===== config.mk =====
export PLATFORM = sky130hd
export DESIGN_NAME = branch_predictor
export DESIGN_NICKNAME = d
export VERILOG_FILES = /design/src/rtl/branch_predictor.sv
export SDC_FILE = /design/constraint.sdc
export NUM_CORES = 2
export LEC_CHECK = 0
export BUFFER_PORTS_ARGS = -buffer_cell sky130_fd_sc_hd__buf_2
export CAP_MARGIN = 0
export CORE_MARGIN = 5
export CORE_UTILIZATION = 45
export DETAILED_ROUTE_END_ITERATION = 10
export PLACE_DENSITY = 0.64
export SLEW_MARGIN = 20
export SYNTH_ARGS = -nofsm -noshare
export SYNTH_HDL_FRONTEND = slang
export SYNTH_SLANG_ARGS = --single-unit
export TNS_END_PERCENT = 50

===== constraint.sdc =====
create_clock -name clk -period 14.4 [get_ports clk]
set_clock_uncertainty 0.15 [all_clocks]
set_input_delay 0.72 -clock clk [delete_from_list [all_inputs] [get_ports clk]]
set_output_delay 0.72 -clock clk [all_outputs]
set_load 0.005 [all_outputs]

===== src/rtl/branch_predictor.sv =====
// rtl/branch_predictor.sv - direct-mapped BTB with 2-bit saturating counters
// Optional BP_STATS_EN adds saturating branch/mispredict counters.
module branch_predictor #(
  parameter int XLEN       = 64,
  parameter int INDEX_BITS = 4,
  parameter int TAG_BITS   = 8
) (
  input  logic            clk,
  input  logic            reset,
  input  logic [XLEN-1:0] pc_if,
  output logic            predict_taken,
  output logic [XLEN-1:0] predict_target,
  input  logic            upd_valid,
  input  logic [XLEN-1:0] upd_pc,
  input  logic            upd_taken,
  input  logic [XLEN-1:0] upd_target,
  input  logic            upd_pred_taken,
  input  logic [XLEN-1:0] upd_pred_target,
  output logic            mispredict,
  output logic [XLEN-1:0] redirect_pc
`ifdef BP_STATS_EN
  ,
  output logic [31:0]     branch_count,
  output logic [31:0]     mispredict_count
`endif
);
  localparam int ENTRIES = 1 << INDEX_BITS;
  localparam int TAG_LO  = INDEX_BITS + 2;
  localparam int TAG_HI  = INDEX_BITS + TAG_BITS + 1;

  logic                validQ  [ENTRIES];
  logic [TAG_BITS-1:0] tagQ    [ENTRIES];
  logic [XLEN-1:0]     targetQ [ENTRIES];
  logic [1:0]          ctrQ    [ENTRIES];

  logic [INDEX_BITS-1:0] lookupIdx;
  logic [INDEX_BITS-1:0] updIdx;
  logic [TAG_BITS-1:0]   lookupTag;
  logic [TAG_BITS-1:0]   updTag;
  logic                  lookupHit;
  logic                  updHit;

  assign lookupIdx = pc_if[INDEX_BITS+1:2];
  assign lookupTag = pc_if[TAG_HI:TAG_LO];
  assign updIdx    = upd_pc[INDEX_BITS+1:2];
  assign updTag    = upd_pc[TAG_HI:TAG_LO];

  assign lookupHit = validQ[lookupIdx] && (tagQ[lookupIdx] == lookupTag);
  assign updHit    = validQ[updIdx] && (tagQ[updIdx] == updTag);

  // Gated by reset so the stale table never leaks out while reset is held.
  assign predict_taken  = !reset && lookupHit && ctrQ[lookupIdx][1];
  assign predict_target = predict_taken ? targetQ[lookupIdx] : pc_if + XLEN'(4);

  assign mispredict = upd_valid && !reset &&
                      ((upd_taken != upd_pred_taken) ||
                       (upd_taken && (upd_target != upd_pred_target)));
  assign redirect_pc = upd_taken ? upd_target : upd_pc + XLEN'(4);

  always_ff @(posedge clk) begin
    if (reset) begin
      for (int i = 0; i < ENTRIES; i++) begin
        validQ[i]  <= 1'b0;
        tagQ[i]    <= '0;
        targetQ[i] <= '0;
        ctrQ[i]    <= 2'b01;
      end
    end else if (upd_valid) begin
      if (updHit) begin
        if (upd_taken) begin
          if (ctrQ[updIdx] != 2'b11) ctrQ[updIdx] <= ctrQ[updIdx] + 2'd1;
          targetQ[updIdx] <= upd_target;
        end else if (ctrQ[updIdx] != 2'b00) begin
          ctrQ[updIdx] <= ctrQ[updIdx] - 2'd1;
        end
      end else if (upd_taken) begin
        // Taken miss claims the slot, evicting whatever lived there.
        validQ[updIdx]  <= 1'b1;
        tagQ[updIdx]    <= updTag;
        targetQ[updIdx] <= upd_target;
        ctrQ[updIdx]    <= 2'b10;
      end
    end
  end

`ifdef BP_STATS_EN
  always_ff @(posedge clk) begin
    if (reset) begin
      branch_count     <= '0;
      mispredict_count <= '0;
    end else begin
      if (upd_valid && (branch_count != 32'hFFFF_FFFF))
        branch_count <= branch_count + 32'd1;
      if (mispredict && (mispredict_count != 32'hFFFF_FFFF))
        mispredict_count <= mispredict_count + 32'd1;
    end
  end
`endif

endmodule


Yosys cells after proc, flatten, opt, wreduce, memory -nomap -nowiden
Memory sizes are Yosys's and may differ from the RTL's. Cells that the tools add are included.

Register bits: 0. RAM bits: 1200. Bits of input ports: 261. Word-level logic and storage cells: 70. Memories: 4.

Add/subtract/negate cells: 4. Equality and inequality tests: 5. Muxes and demuxes: 40. Bitwise gates (word level): 3. Reduce and logical (&&, ||, !) cells: 14.

Memories: targetQ (words 16, width 64, rd ports 1, clocked after memory_dff 0, write ports 16, RTL line 33) `logic [XLEN-1:0] targetQ [ENTRIES];`; tagQ (words 16, width 8, rd ports 2, clocked after memory_dff 0, write ports 16, RTL line 32) `logic [TAG_BITS-1:0] tagQ [ENTRIES];`; ctrQ (words 16, width 2, rd ports 2, clocked after memory_dff 0, write ports 16, RTL line 34) `logic [1:0] ctrQ [ENTRIES];`; validQ (words 16, width 1, rd ports 2, clocked after memory_dff 0, write ports 16, RTL line 31) `logic validQ [ENTRIES];`.

Operators by type and width (count): 2-to-1 mux 64 bit (4); adder 64 x 3 -> 64 bit (second input constant) (2); inequality test 64 bit (1); OR reduction 64 bit (1); 2-to-1 mux 1 bit (28); == test 8 bit (2); 2-to-1 mux 4 bit (4); 2-to-1 mux 8 bit (1); OR reduction 8 bit (1); logical AND 1 bit (7); 2-to-1 mux 2 bit (3); OR 1 bit (3); adder 2 x 1 -> 2 bit (second input constant) (1); inequality test 2 bit (second input constant) (1); nonzero test 2 bit (1); OR reduction 2 bit (1); subtractor 2 x 1 -> 2 bit (second input constant) (1); logical NOT 1 bit (1); logical OR 1 bit (1); inequality test 1 bit (1); OR reduction 1 bit (1).

Longest topological paths before layout
An unclocked memory read counts as a cell.

Depth after elaboration: 12. Gate-level depth with buffers: 12. Gate-level depth less buffers: 7.

Worst setup path after synthesis
No wires, ideal clock.

Path type: input to register. From: in upd_pc[2]. To: mem targetQ[0][0] (enable). Arrival: 6.695 ns. Setup slack: 6.981 ns. Stages: 9. Cells stage by stage: buf_6 buf_4 buf_4 buf_2 inv_1 ha_1 clkbuf_1 nand2_1 o21ai_0.

RTL lines: from (decl) (RTL line 14) `input logic [XLEN-1:0] upd_pc,`; to (decl) (RTL line 33).

Worst setup path after layout
From: in pc_if[2]. To: out predict_target[33].

Cells in the longest elaborated chain, start to end: 6. Elaborated cells on any way between the ends: 10. Classes of those cells: add/sub: 1; eq/ne: 1; mux: 1; reduce/logical: 3; memory: 4.

Ends and longest elaborated chain: from (decl) (RTL line 10) `input logic [XLEN-1:0] pc_if,`; parallel branches: the longest is 5 deep, another holds adder 64 x 3 -> 64 bit; 2-to-1 mux 64 bit (*) (RTL line 53) `assign predict_target = predict_taken ? targetQ[lookupIdx] : pc_if + XLEN'(4);`; to (decl) (RTL line 12) `output logic [XLEN-1:0] predict_target,`.

Every way passes the cells marked *.

==> metrics.txt <==
CTS sink count 1200; CTS Buffer Depth 3; Startpoint Class input port; final hold vios 0; H-tree depth 4; DP Area around 64000 µm²; Ys Warns 0; R2R Path Start tagQ[15][2]$_SDFFCE_PN0P_; Yosys cell types 63; hold buffer count at CTS 0; Period minus WS final between 6 and 7 ns; Die H approximately 370 µm; die area ~140000 µm²; initial antenna violation count 23; RSZ-0062 raised after global routing false; Slew @ Worst Pin ~1.2 ns; Nets 4618; drt pass-1 iters 6; Seq/Total Area, Yosys 0.6010; Crit Path Class input port to output pin; top cell type by total area after synthesis edfxtp_1; CP Capture Type output pin; number of flops mapped to enable cells by yosys between 1000 and 1500; CTS Buf Count 130; clock tree root buffer cell clkbuf_16; TNS Setup 0 ns; Post-synth top flop edfxtp_1; Hold WS 0.3532 ns; GRT Resource Usage Total 0.2897; Synth Register Bits 1200; global-route wire length before repair approximately 290000 µm; GP Congestion between 0.8 and 0.9; Die X approximately 370 µm; Detailed Route WL ~210000 µm; worst hold path class input port to register; Final setup viols 0; Worst R2R Path Depth 9; post-CTS sizing 0; Layout Utilization 0.5149; Via Count slightly below 40000; WL/cell approximately 33 µm; Detail Route Antenna Nets 0; Synth Area per Inst 14.48 µm²; Max-Cap Viols 0; fmax roughly 160 MHz; total core area roughly 130000 µm²; Min-Delay Endpoint targetQ[2][27]$_SDFFCE_PN0P_; max_slew headroom 0.2161; Yosys top cell area share 0.5956; Starting DRT DRC Count roughly 5600; DRC violation count after routing 0; FFs w/ async S/R, synth 0; R2R Path End tagQ[1][7]$_SDFFCE_PN0P_; Hold Crit Depth 2; Crit Path Max Fanout between 60 and 70; Worst Hold Launch upd_target[27]; critical path arrival between 5 and 6 ns; PwrDens about 120 nW/µm²; Slew Viols, Final 0; Overflow after GRT 0; share of post-route cells with drive strength above 1 0.2691; Pleak between 20 and 25 nW; status finished, final reports clean; IO Port Bufs 390; post-synth net total about 4400; Clock transition at path regs ~0.060 ns; vias in the first global route roughly 39000; CTS tree yes; CP required about 14 ns; design area slightly below 70000 µm²; dpl hpwl roughly 130000 µm; worst vdd ir a little over 0.09 mV; Clk Latency, worst-skew pair approximately 0.74 ns; Initial Util 0.4535; I/O pin cnt between 300 and 400; cells after synthesis between 4000 and 5000; Area contributors post-synth edfxtp_1 60%, mux4_2 15%, and2_1 7.9%; Reg2Reg Setup Slack ~9.8 ns; setup bufs post-CTS 0; area grow syn2layout 13.56%; vias per cell 6.290; Cell Rows between 100 and 150; Tcrit/Tclk final 0.4403; largest net degree at the start of global routing between 150 and 200; Cell Area, Synth just under 60000 µm²
## power breakdown
part | leakage [nW] | switching [W] | internal [W] | total [W]
clock network | 2.02 | 0.00141 | 0.00192 | 0.00332
registers | 11.4 | 0.0000578 | 0.00402 | 0.00408
logic | 10.1 | 0.000523 | 0.000320 | 0.000843
## through the flow
stage	total power, W	setup slack [ns]	std cells
final	0.008243	8.059	6222
after global routing	0.008456	7.805	6210
after CTS	0.008254	8.044	6208
after detailed placement	0.004981	8.056	5973
after global placement	0.004971	8.145	5973
after floorplan	0.004610	6.981	4123
## kinds of logic after synthesis
| logic type | after synthesis | share of synthesized area |
|---|---|---|
| simple gates | 1584 | 0.1512 |
| compound gates | 222 | 0.02536 |
| fa+ha+maj | 5 | 0.001048 |
| flops | 1200 | 0.6010 |
| mux | 493 | 0.1670 |
| buf+inv | 447 | 0.02916 |
| xor+xnor | 172 | 0.02524 |
## cell type report
type	count	area [µm²]
clock inverter	66	653.1
tap	1755	2196
multi-input combinational	2476	22470
fill	10919	63850
clock buffer	169	3526
inverter	49	183.9
timing repair buffer	495	2846
antenna	12	30.03
sequential	1200	35870
## layout by cell type, fill, tap and decap left out, drive strengths merged, types with 2 or more instances in the layout
cell | Yosys | routed
o2bb2ai | 4 | 4
o21ai | 86 | 86
mux2i | 24 | 24
diode | 0 | 12
or2 | 2 | 2
o211ai | 2 | 2
and4 | 12 | 12
nor2b | 13 | 13
inv | 32 | 38
a31oi | 17 | 17
mux2 | 74 | 74
clkinv | 17 | 60
edfxtp | 1184 | 1184
nor4 | 11 | 11
buf | 50 | 495
a311oi | 2 | 2
a2111oi | 2 | 2
and2 | 759 | 759
clkbuf | 348 | 169
o21bai | 16 | 16
xor2 | 71 | 71
nand2b | 7 | 7
nand2 | 127 | 127
xnor2 | 101 | 101
and3 | 160 | 160
bufinv | 0 | 10
o31ai | 17 | 17
nor2 | 63 | 63
ha | 5 | 5
mux4 | 395 | 395
nand4 | 43 | 43
a21o | 16 | 16
dfxtp | 16 | 16
a221oi | 17 | 17
nor3 | 290 | 290
o22ai | 14 | 14
clkinvlp | 0 | 7
a22o | 20 | 20
nand3 | 89 | 89
## worst max-delay path, stage by stage
cell and delay [ns]:
buf_8 0.47, buf_4 0.86, mux4_2 0.59, mux4_2 0.47, xnor2_1 0.14, nand2_1 0.09, nor2_1 0.05, nand4_1 0.34
buf_4 0.83, mux2_2 0.43, buf_2 0.14
## cells in the mapped netlist, drive strengths merged (7+ instances only)
cell,count
edfxtp,1184
and2,759
mux4,395
clkbuf,348
nor3,290
and3,160
nand2,127
xnor2,101
nand3,89
o21ai,86
mux2,74
xor2,71
nor2,63
buf,50
nand4,43
inv,32
mux2i,24
a22o,20
a221oi,17
a31oi,17
clkinv,17
o31ai,17
a21o,16
dfxtp,16
o21bai,16
o22ai,14
nor2b,13
and4,12
nor4,11
nand2b,7
## worst max path at each step
stage                          from                           to  slack [ns]  cells after the start
after detailed placement   pc_if[2]           predict_target[33]        8.06                     11
after floorplan           upd_pc[2]  targetQ[0][0]$_SDFFCE_PN0P_        6.98                      9
after global placement     pc_if[2]           predict_target[41]        8.15                     11
final                      pc_if[2]           predict_target[33]        8.06                     11
after global routing       pc_if[2]           predict_target[33]        7.80                     11
after CTS                  pc_if[2]           predict_target[33]        8.04                     11
## per-layer routing
metal | wire length (µm) | vias up | global-route usage
met5 | 106 | - | 0
met1 | 78520 | 20074 | 0.3947
met4 | 9956 | 18 | 0.1266
li1 | - | 16131 | -
met3 | 23260 | 390 | 0.06906
met2 | 94720 | 2523 | 0.4478
## state kept, by name, summed over array words and instances (netlist names)
register	count
validQ	16
targetQ	1024
tagQ	128
ctrQ	32
(Power assumes the default switching activity.)
